## config.mk

```make
export PLATFORM = sky130hd
export DESIGN_NAME = tcm_stream_master_flat
export DESIGN_NICKNAME = d
export VERILOG_FILES = /design/src/rtl/tcm_stream_master_if.sv /design/src/rtl/tcm_stream_master.sv /design/src/flat_wrapper.sv
export SDC_FILE = /design/constraint.sdc
export NUM_CORES = 1
export LEC_CHECK = 0
export CELL_PAD_IN_SITES_DETAIL_PLACEMENT = 1
export CELL_PAD_IN_SITES_GLOBAL_PLACEMENT = 1
export CORE_ASPECT_RATIO = 1.4
export CORE_UTILIZATION = 31
export DETAILED_ROUTE_END_ITERATION = 12
export GPL_TIMING_DRIVEN = 0
export HOLD_SLACK_MARGIN = 0.1
export PLACE_DENSITY = 0.79
export SLEW_MARGIN = 5
export SYNTH_ARGS = -nofsm -noshare
export SYNTH_HDL_FRONTEND = slang
export SYNTH_SLANG_ARGS = --single-unit
```

## constraint.sdc

```tcl
create_clock -name clk_i -period 3.2 [get_ports clk_i]
set_input_delay 0.32 -clock clk_i [delete_from_list [all_inputs] [get_ports clk_i]]
set_output_delay 0.32 -clock clk_i [all_outputs]
set_load 0.05 [all_outputs]
```

## src/rtl/tcm_stream_master_if.sv

```systemverilog
// Command, write-stream, read-stream and TCM request signals of tcm_stream_master.
// The master modport is the initiator side; the slave modport is the loader/TCM environment side.
interface tcm_stream_master_if #(
    parameter int unsigned DATA_WIDTH = 32,
    parameter int unsigned ADDR_WIDTH = 15,
    parameter int unsigned LEN_WIDTH  = 13
);
    localparam int unsigned BE_WIDTH = DATA_WIDTH / 8;

    logic                  cmd_valid_i;
    logic                  cmd_ready_o;
    logic                  cmd_write_i;
    logic [ADDR_WIDTH-1:0] cmd_addr_i;
    logic [LEN_WIDTH-1:0]  cmd_len_i;
    logic                  busy_o;
    logic                  done_o;

    logic                  s_valid_i;
    logic                  s_ready_o;
    logic [DATA_WIDTH-1:0] s_data_i;

    logic                  m_valid_o;
    logic                  m_ready_i;
    logic [DATA_WIDTH-1:0] m_data_o;

    logic                  tcm_en_o;
    logic                  tcm_we_o;
    logic [ADDR_WIDTH-1:0] tcm_addr_o;
    logic [BE_WIDTH-1:0]   tcm_be_o;
    logic [DATA_WIDTH-1:0] tcm_wdata_o;
    logic [DATA_WIDTH-1:0] tcm_rdata_i;

    modport master (
        input  cmd_valid_i, cmd_write_i, cmd_addr_i, cmd_len_i,
        output cmd_ready_o, busy_o, done_o,
        input  s_valid_i, s_data_i,
        output s_ready_o,
        input  m_ready_i,
        output m_valid_o, m_data_o,
        output tcm_en_o, tcm_we_o, tcm_addr_o, tcm_be_o, tcm_wdata_o,
        input  tcm_rdata_i
    );

    modport slave (
        output cmd_valid_i, cmd_write_i, cmd_addr_i, cmd_len_i,
        input  cmd_ready_o, busy_o, done_o,
        output s_valid_i, s_data_i,
        input  s_ready_o,
        output m_ready_i,
        input  m_valid_o, m_data_o,
        input  tcm_en_o, tcm_we_o, tcm_addr_o, tcm_be_o, tcm_wdata_o,
        output tcm_rdata_i
    );
endinterface

```

## src/rtl/tcm_stream_master.sv

```systemverilog
// Command-driven block mover between valid/ready streams and a single-port TCM.
// WRITE sinks the s_* stream into consecutive words; READ sources consecutive words onto m_*.
module tcm_stream_master #(
    parameter int unsigned DATA_WIDTH = 32,
    parameter int unsigned ADDR_WIDTH = 15,
    parameter int unsigned LEN_WIDTH  = 13
) (
    input  logic clk_i,
    input  logic rst_ni,
    tcm_stream_master_if.master bus
);
    localparam int unsigned BE_WIDTH = DATA_WIDTH / 8;
    localparam logic [ADDR_WIDTH-1:0] ADDR_STEP  = ADDR_WIDTH'(BE_WIDTH);
    localparam logic [ADDR_WIDTH-1:0] ALIGN_MASK = ~ADDR_WIDTH'(BE_WIDTH - 1);

    typedef enum logic [1:0] {S_IDLE, S_WRITE, S_READ, S_FIN} state_e;

    state_e                state_q, state_d;
    logic [ADDR_WIDTH-1:0] addr_q, addr_d;
    logic [LEN_WIDTH-1:0]  rem_q, rem_d;
    logic                  alive_q;

    logic [DATA_WIDTH-1:0] fifo_q [2];
    logic                  wr_ptr_q, rd_ptr_q;
    logic [1:0]            cnt_q;
    logic                  inflight_q;

    logic       cmd_ready, s_ready, m_valid;
    logic       cmd_fire, wr_fire, rd_issue, pop;
    logic [2:0] occ;

    // alive_q keeps the command port closed until the first clock after reset release
    assign cmd_ready = alive_q && (state_q == S_IDLE);
    assign s_ready   = (state_q == S_WRITE);
    assign m_valid   = (state_q == S_READ) && (cnt_q != 2'd0);
    assign cmd_fire  = bus.cmd_valid_i && cmd_ready;
    assign wr_fire   = bus.s_valid_i && s_ready;
    assign pop       = m_valid && bus.m_ready_i;

    // Words buffered or in flight once this cycle's pop retires; a new read needs a free slot
    assign occ       = 3'(cnt_q) + 3'(inflight_q) - 3'(pop);
    assign rd_issue  = (state_q == S_READ) && (rem_q != '0) && (occ < 3'd2);

    assign bus.cmd_ready_o = cmd_ready;
    assign bus.busy_o      = (state_q != S_IDLE);
    assign bus.done_o      = (state_q == S_FIN);
    assign bus.s_ready_o   = s_ready;
    assign bus.m_valid_o   = m_valid;
    assign bus.m_data_o    = fifo_q[rd_ptr_q];
    assign bus.tcm_en_o    = wr_fire || rd_issue;
    assign bus.tcm_we_o    = wr_fire;
    assign bus.tcm_addr_o  = addr_q;
    assign bus.tcm_be_o    = '1;
    assign bus.tcm_wdata_o = bus.s_data_i;

    always_comb begin
        state_d = state_q;
        addr_d  = addr_q;
        rem_d   = rem_q;
        unique case (state_q)
            S_IDLE: begin
                if (cmd_fire) begin
                    addr_d = bus.cmd_addr_i & ALIGN_MASK;
                    rem_d  = bus.cmd_len_i;
                    if (bus.cmd_len_i == '0)   state_d = S_FIN;
                    else if (bus.cmd_write_i)  state_d = S_WRITE;
                    else                       state_d = S_READ;
                end
            end
            S_WRITE: begin
                if (wr_fire) begin
                    addr_d = addr_q + ADDR_STEP;
                    rem_d  = rem_q - LEN_WIDTH'(1);
                    if (rem_q == LEN_WIDTH'(1)) state_d = S_FIN;
                end
            end
            S_READ: begin
                if (rd_issue) begin
                    addr_d = addr_q + ADDR_STEP;
                    rem_d  = rem_q - LEN_WIDTH'(1);
                end
                // last word leaves once nothing is left to issue, nothing in flight, one buffered
                if ((rem_q == '0) && !inflight_q && (cnt_q == 2'd1) && pop) state_d = S_FIN;
            end
            S_FIN:   state_d = S_IDLE;
            default: state_d = S_IDLE;
        endcase
    end

    always_ff @(posedge clk_i or negedge rst_ni) begin
        if (!rst_ni) begin
            state_q <= S_IDLE;
            addr_q  <= '0;
            rem_q   <= '0;
            alive_q <= 1'b0;
        end else begin
            state_q <= state_d;
            addr_q  <= addr_d;
            rem_q   <= rem_d;
            alive_q <= 1'b1;
        end
    end

    // Read return path: rdata of the previous cycle's request is pushed into the 2-entry FIFO
    always_ff @(posedge clk_i or negedge rst_ni) begin
        if (!rst_ni) begin
            fifo_q[0]  <= '0;
            fifo_q[1]  <= '0;
            wr_ptr_q   <= 1'b0;
            rd_ptr_q   <= 1'b0;
            cnt_q      <= 2'd0;
            inflight_q <= 1'b0;
        end else begin
            inflight_q <= rd_issue;
            if (inflight_q) begin
                fifo_q[wr_ptr_q] <= bus.tcm_rdata_i;
                wr_ptr_q         <= ~wr_ptr_q;
            end
            if (pop) rd_ptr_q <= ~rd_ptr_q;
            cnt_q <= cnt_q + 2'(inflight_q) - 2'(pop);
        end
    end
endmodule

```

## src/flat_wrapper.sv

```systemverilog
// flat-port wrapper written by rule: the top's interface ports become plain ports
module tcm_stream_master_flat 
#(
    parameter int unsigned DATA_WIDTH = 32,
    parameter int unsigned ADDR_WIDTH = 15,
    parameter int unsigned LEN_WIDTH  = 13
)
  (clk_i, rst_ni, bus_cmd_valid_i, bus_cmd_write_i, bus_cmd_addr_i, bus_cmd_len_i, bus_cmd_ready_o, bus_busy_o, bus_done_o, bus_s_valid_i, bus_s_data_i, bus_s_ready_o, bus_m_ready_i, bus_m_valid_o, bus_m_data_o, bus_tcm_en_o, bus_tcm_we_o, bus_tcm_addr_o, bus_tcm_be_o, bus_tcm_wdata_o, bus_tcm_rdata_i);
  tcm_stream_master_if #(.DATA_WIDTH(DATA_WIDTH), .ADDR_WIDTH(ADDR_WIDTH), .LEN_WIDTH(LEN_WIDTH)) bus_i ();
  input  logic clk_i;
  input  logic rst_ni;
  input wire logic [$bits(bus_i.cmd_valid_i)-1:0] bus_cmd_valid_i;
  input wire logic [$bits(bus_i.cmd_write_i)-1:0] bus_cmd_write_i;
  input wire logic [$bits(bus_i.cmd_addr_i)-1:0] bus_cmd_addr_i;
  input wire logic [$bits(bus_i.cmd_len_i)-1:0] bus_cmd_len_i;
  output wire logic [$bits(bus_i.cmd_ready_o)-1:0] bus_cmd_ready_o;
  output wire logic [$bits(bus_i.busy_o)-1:0] bus_busy_o;
  output wire logic [$bits(bus_i.done_o)-1:0] bus_done_o;
  input wire logic [$bits(bus_i.s_valid_i)-1:0] bus_s_valid_i;
  input wire logic [$bits(bus_i.s_data_i)-1:0] bus_s_data_i;
  output wire logic [$bits(bus_i.s_ready_o)-1:0] bus_s_ready_o;
  input wire logic [$bits(bus_i.m_ready_i)-1:0] bus_m_ready_i;
  output wire logic [$bits(bus_i.m_valid_o)-1:0] bus_m_valid_o;
  output wire logic [$bits(bus_i.m_data_o)-1:0] bus_m_data_o;
  output wire logic [$bits(bus_i.tcm_en_o)-1:0] bus_tcm_en_o;
  output wire logic [$bits(bus_i.tcm_we_o)-1:0] bus_tcm_we_o;
  output wire logic [$bits(bus_i.tcm_addr_o)-1:0] bus_tcm_addr_o;
  output wire logic [$bits(bus_i.tcm_be_o)-1:0] bus_tcm_be_o;
  output wire logic [$bits(bus_i.tcm_wdata_o)-1:0] bus_tcm_wdata_o;
  input wire logic [$bits(bus_i.tcm_rdata_i)-1:0] bus_tcm_rdata_i;
  assign bus_i.cmd_valid_i = bus_cmd_valid_i;
  assign bus_i.cmd_write_i = bus_cmd_write_i;
  assign bus_i.cmd_addr_i = bus_cmd_addr_i;
  assign bus_i.cmd_len_i = bus_cmd_len_i;
  assign bus_cmd_ready_o = bus_i.cmd_ready_o;
  assign bus_busy_o = bus_i.busy_o;
  assign bus_done_o = bus_i.done_o;
  assign bus_i.s_valid_i = bus_s_valid_i;
  assign bus_i.s_data_i = bus_s_data_i;
  assign bus_s_ready_o = bus_i.s_ready_o;
  assign bus_i.m_ready_i = bus_m_ready_i;
  assign bus_m_valid_o = bus_i.m_valid_o;
  assign bus_m_data_o = bus_i.m_data_o;
  assign bus_tcm_en_o = bus_i.tcm_en_o;
  assign bus_tcm_we_o = bus_i.tcm_we_o;
  assign bus_tcm_addr_o = bus_i.tcm_addr_o;
  assign bus_tcm_be_o = bus_i.tcm_be_o;
  assign bus_tcm_wdata_o = bus_i.tcm_wdata_o;
  assign bus_i.tcm_rdata_i = bus_tcm_rdata_i;
  tcm_stream_master #(.DATA_WIDTH(DATA_WIDTH), .ADDR_WIDTH(ADDR_WIDTH), .LEN_WIDTH(LEN_WIDTH)) u_core (.clk_i(clk_i), .rst_ni(rst_ni), .bus(bus_i));
endmodule
```

## Word level (Yosys, flattened, before mapping)

Index checks and enable logic that the tools add are counted.

| storage, ports and cells | value |
|---|---|
| register bits after elaboration | 100 |
| bits of input ports | 98 |

| cells by class | value |
|---|---|
| add/subtract/negate cells | 6 |
| $lt $le $gt $ge | 4 |
| equal/unequal tests | 10 |
| muxes and demuxes | 21 |
| bitwise logic cells | 4 |
| reductions and logical operators | 22 |

Operator list:

| cell | number |
|---|---|
| $mux 32 | 4 |
| $bwmux 64 | 1 |
| $mux 15 | 3 |
| $pmux 15 s3 | 1 |
| $mux 13 | 3 |
| $pmux 13 s3 | 1 |
| $demux 32 s1 | 1 |
| $logic_not 13->1 | 2 |
| $add 15x3->15 const B | 1 |
| $eq 13x1->1 const B | 1 |
| $reduce_bool 13->1 | 1 |
| $sub 13x1->13 const B | 1 |
| $mux 2 | 6 |
| $logic_and 1x1->1 | 11 |
| $pmux 2 s4 | 1 |
| $reduce_and 4->1 | 2 |
| $ne 2x2->1 const B | 3 |
| $eq 2x1->1 const B | 2 |
| $eq 2x2->1 const B | 2 |
| $ge 2x2->1 const B | 2 |
| $ne 2x1->1 const B | 2 |
| $not 1->2 | 2 |
| $reduce_bool 2->1 | 2 |
| $add 2x1->3 | 1 |
| 10 further kinds | 11 |

## Depth between registers and ports, before layout

| logic depth | value |
|---|---|
| depth in word-level cells | 8 |
| mapped depth | 15 |
| depth with buffers taken out | 13 |

## Worst setup path after synthesis

No wires, ideal clock.

| timing path | value |
|---|---|
| path kind | flip-flop to flip-flop |
| start point | register u_core.state_q[0] |
| end point | register u_core.rem_q[3] |
| data arrival time | 3132 ps |
| slack | -63 ps |
| stages on the path, launching flop included | 14 |
| path buffers | 1 |
| period minus slack after synthesis | 3263 ps |
| path through | dfrtp_1 > inv_1 > ha_1 > o21a_1 > and2_1 > ha_1 > inv_1 > ha_1 > fa_1 > nor2_1 > a31oi_2 > buf_2 > o2bb2ai_1 > or3_1 |

| on the way | value |
|---|---|
| cells in the longest elaborated chain, start to end | 8 |
| elaborated cells on any way between the ends | 18 |
| classes of those cells | 1 x add/sub; 1 x order compare; 5 x eq/ne; 1 x mux; 10 x reduce/logical |

Ends and longest elaborated chain:

| element | line | source |
|---|---|---|
| start, declared | tcm_stream_master.sv:18 | `state_e state_q, state_d;` |
| start signal, assigned | tcm_stream_master.sv:97 | `state_q <= state_d;` |
| $eq 2x2->1 | tcm_stream_master.sv:35 | `assign m_valid = (state_q == S_READ) && (cnt_q != 2'd0);` |
| $logic_and 1x1->1 | tcm_stream_master.sv:35 |  |
| via bus_m_valid_o | flat_wrapper.sv:23 | `output wire logic [$bits(bus_i.m_valid_o)-1:0] bus_m_valid_o;` |
| $logic_and 1x1->1 | tcm_stream_master.sv:38 | `assign pop = m_valid && bus.m_ready_i;` |
| via u_core.pop | tcm_stream_master.sv:29 | `logic cmd_fire, wr_fire, rd_issue, pop;` |
| $sub 3x1->3 | tcm_stream_master.sv:41 | `assign occ = 3'(cnt_q) + 3'(inflight_q) - 3'(pop);` |
| via u_core.occ[1] | tcm_stream_master.sv:30 | `logic [2:0] occ;` |
| $lt 3x2->1 | tcm_stream_master.sv:42 | `assign rd_issue = (state_q == S_READ) && (rem_q != '0) && (occ < 3'd2);` |
| $logic_and 1x1->1 | tcm_stream_master.sv:42 |  |
| $ne 2x1->1 (no source line) | - |  |
| $reduce_and 4->1 (no source line) | - |  |
| end signal, assigned | tcm_stream_master.sv:99 | `rem_q <= rem_d;` |
| end, declared | tcm_stream_master.sv:20 | `logic [LEN_WIDTH-1:0] rem_q, rem_d;` |

The timed path passes the listed nets, and every way through them passes these cells.
A chain may end at the register's enable or synchronous reset.

## Final worst setup path

| timing path | value |
|---|---|
| start point | register u_core.state_q[0] |
| end point | output bus_tcm_en_o |

| on the way | value |
|---|---|
| cells in the longest elaborated chain, start to end | 7 |
| elaborated cells on any way between the ends | 10 |
| classes of those cells | 1 x add/sub; 1 x order compare; 2 x eq/ne; 6 x reduce/logical |

Ends and longest elaborated chain:

| element | line | source |
|---|---|---|
| $eq 2x2->1 | tcm_stream_master.sv:35 |  |
| $logic_and 1x1->1 | tcm_stream_master.sv:35 |  |
| $logic_and 1x1->1 | tcm_stream_master.sv:38 |  |
| via u_core.pop | tcm_stream_master.sv:29 |  |
| $sub 3x1->3 | tcm_stream_master.sv:41 |  |
| via u_core.occ[1] | tcm_stream_master.sv:30 |  |
| $lt 3x2->1 | tcm_stream_master.sv:42 |  |
| $logic_and 1x1->1 | tcm_stream_master.sv:42 |  |
| via u_core.rd_issue | tcm_stream_master.sv:29 |  |
| $logic_or 1x1->1 | tcm_stream_master.sv:50 | `assign bus.tcm_en_o = wr_fire \|\| rd_issue;` |
| end, declared | flat_wrapper.sv:25 | `output wire logic [$bits(bus_i.tcm_en_o)-1:0] bus_tcm_en_o;` |

The timed path passes the listed nets, and every way through them passes these cells.

==> impl_metrics.csv <==
group,metric,value,unit
global_routing,first_global_vias,4956,
die,start_util,31.7,%
placed_design,gp_congestion,0.864,
clock_network,numCtsBuffers,9,
global_routing,grt.met3_usage,3.06,%
clock_network,clk_pin_slew,70,ps
die,dieWidth,113,microns
timing,finalHoldViolations,0,
route,totalWireLength,15.2,mm
logic_synthesis,syn_area,5310,sq um
clock_network,clockBufferDepth,2,
setup_path,crit_fanout,2,
global_routing,grt_max_degree,53,
final_layout,design_area,7540,sq um
setup_path,reg2regPathDepth,14,
setup_path,crit_start,"u_core.state_q[0]",
placed_design,dpl_cell_area,7080,sq um
setup_path,crit_arrival,2820,ps
setup_path,r2r-start,"u_core.state_q[0]",
placed_design,portBuffers,147,
power_and_ir_drop,powerDensity,1270,nW/um^2
logic_synthesis,ys_ff_latch,98,
run,maxCapViolCount,0,
global_routing,grt-ovfl-total,0,
logic_synthesis,yosysSeqAreaShare,46.2,%
clock_network,cts_sinks,98,
global_routing,grt_pass1_wl,24.6,mm
hold_path,min_from,"u_core.wr_ptr_q",
route,wl_per_cell,17.8,microns
timing,period_minus_slack,3140,ps
timing,setup_violations,0,
global_routing,antenna_found_initial,0,
die,fp.dieH,157,microns
clock_network,htree_levels,3,
setup_path,end_kind,"output pin",
global_routing,grt_use_met2,34.2,%
final_layout,drive_gt1_share,28.3,%
die,core,16700,sq um
route,dr.pass1.iters,4,
route,first_iter_violations,158,
final_layout,antenna_cells,0,
route,via_count,4440,
timing,slew_violations,0,
hold_path,min_path_cells,1,
final_layout,nNetsFinal,755,
logic_synthesis,synthArstFlopShare,100,%
timing,worstMarginPinSlew,933,ps
global_routing,grt_use_total,17.6,%
logic_synthesis,synth-main-ff-cell,"dfrtp_1",
die,io_pins,188,
clock_network,cts_tree,"yes",
die,die_area,17700,sq um
logic_synthesis,synth-edff-count,0,
hold_path,hold_path.class,"flip-flop to flip-flop",
timing,finClkSkew,9.95,ps
outcome,status,"finished, final reports clean",
clock_network,cts-root-buf,"clkbuf_16",
power_and_ir_drop,peakVddDrop,0.607,mV
power_and_ir_drop,leakagePower,3.12,nW
logic_synthesis,synth-warning-count,0,
global_routing,grt-busiest-layer,"met2",
logic_synthesis,synth_area_per_cell,11.2,sq um
placed_design,post-place-ws,-672,ps
route,drc,0,
setup_path,path_class,"flip-flop to output pin",
setup_path,cp.required,2880,ps
placed_design,dp_hpwl,11.7,mm
global_routing,met1_usage,18.5,%
timing,slew_headroom,37.3,%
die,row_count,56,
timing,worst_slack,64.8,ps
route,routed_via_density,5.20,
final_layout,area_delta_synth_final,42.0,%
route,ant_nets,0,
logic_synthesis,synthCells,473,
timing,period_share,98.0,%
timing,max_freq,319,MHz
setup_path,cp-start-kind,"flip-flop",
clock_network,clock_latency,340,ps
logic_synthesis,yosysUniqueCellTypes,51,
## layer usage
metal  part of all wire, %  vias up  routed length [microns]
met5                     0        -                        0
met4                   2.3        0                      344
met3                   4.5       28                      685
met2                    56      177                     8510
met1                    37     2203                     5630
li1                      -     2032                        -
## cells in the mapped netlist (2+ instances only)
library cell | number | area, sq um
o21ai_0 | 15 | 75.1
conb_1 | 2 | 7.51
buf_2 | 4 | 20.0
inv_1 | 13 | 48.8
nand3b_1 | 3 | 22.5
nor2b_1 | 4 | 25.0
xor2_1 | 2 | 17.5
clkbuf_1 | 12 | 45.0
mux2_2 | 96 | 1080
nor2_1 | 13 | 48.8
nor4_1 | 10 | 62.6
nand2b_1 | 3 | 18.8
o211ai_1 | 3 | 22.5
buf_4 | 39 | 293
a21oi_1 | 6 | 30.0
or4_1 | 2 | 15.0
and3_1 | 10 | 62.6
a221o_1 | 10 | 100
a211oi_1 | 5 | 37.5
ha_1 | 10 | 125
and2_1 | 6 | 37.5
nand3_1 | 14 | 70.1
or3_1 | 8 | 50.1
mux2i_1 | 4 | 40.0
nand2_1 | 20 | 75.1
a31oi_1 | 5 | 31.3
nor3_1 | 15 | 75.1
dfrtp_1 | 98 | 2450
buf_1 | 6 | 22.5
nand4_1 | 8 | 50.1
o22ai_1 | 7 | 43.8
## layout make-up
type / count / area, sq um
clock buffer: 11 / 243
clock inverter: 5 / 85.1
sequential: 98 / 2450
tap: 203 / 254
multi-input combinational: 306 / 2500
fill: 1804 / 9210
timing repair buffer: 157 / 1570
inverter: 13 / 48.8
buffer: 61 / 385
## through the flow
stage	util (%)	cells	setup TNS (ps)	total power, W	hold WS [ps]
4_1_cts	44.9	851	0	0.00963	496
6_report	45.0	854	0	0.00959	494
3_3_place_gp	42.1	828	-184550	0.00801	478
2_1_floorplan	-	478	0	0.00646	24.4
3_5_place_dp	42.3	829	-4900	0.00827	412
5_1_grt	45.0	854	-24.7	0.0102	515
## placed cells by master, fill, tap and decap left out, types with 3 or more instances in the layout
cell type          n
o22ai_1            7
inv_1             12
o21ai_0           15
nor4_1            10
clkdlybuf4s50_1  145
a21oi_1            6
buf_1              6
a221o_1           10
nand2b_1           3
conb_1             7
o211ai_1           3
or3_1              8
and3_1             9
a31oi_1            5
ha_1               7
dfrtp_1           98
nor2_1            12
nor3_1            15
nor2b_1            4
mux2_2            96
nand3_1           14
a211oi_1           5
and2_1             5
clkbuf_1          13
nand3b_1           3
buf_4             48
mux2i_1            4
nand2_1           20
nand4_1            8
clkbuf_16          9
## cells by family after synthesis
| kind of cell | Yosys count | synth area share, % |
|---|---|---|
| AOI/OAI and AO/OA | 63 | 8.48 |
| xor gates and xnor gates | 3 | 0.495 |
| adders and majority gates | 11 | 2.73 |
| buffers and inverters | 74 | 8.08 |
| DFF | 98 | 46.2 |
| muxes | 100 | 21.1 |
| other | 2 | 0.141 |
| and+or+nand+nor | 122 | 12.8 |
## registers in the layout (all words and copies together) (netlist names)
name and cells:
u_core.inflight_q 1, u_core.alive_q 1, u_core.wr_ptr_q 1, u_core.cnt_q 2, u_core.rem_q 13, u_core.bus.tcm_addr_o 13, u_core.state_q 2, u_core.fifo_q 64
u_core.rd_ptr_q 1
## worst max-delay path, cell delays in order, from the launching register on
cell and delay (ps):
dfrtp_1 380, inv_2 70, ha_4 160, o21a_2 110, and2_4 140, ha_4 250
inv_1 50, ha_2 170, fa_2 540, nor2_2 40, and3_4 170, or2_4 230
buf_8 150
## path summary, 6_finish.rpt
| check | endpoint | slack (ps) |
|---|---|---|
| worst max register to register | u_core.rem_q[3] | 100 |
| worst min register to register | u_core.wr_ptr_q | 490 |
| worst min-delay path | u_core.wr_ptr_q | 490 |
| worst max-delay path | bus_tcm_en_o | 60 |
| min in group asynchronous | u_core.fifo_q[29] | 580 |
| max in group asynchronous | u_core.bus.tcm_addr_o[14] | 1910 |
## timing repair
action	in CTS	in global routing
endpoints found under the hold margin	51	0
pin swaps	5	2
endpoints found under the setup margin	27	21
hold buffers	1	0
gates resized for setup	19	2
buffers inserted	5	3
## power breakdown
part / internal, W / switching, W / total [W]
clock: 0.000712 / 0.000486 / 0.00120
sequential: 0.00189 / 0.000500 / 0.00239
combinational: 0.00242 / 0.00358 / 0.00600
Power figures use the tool's default switching activity.
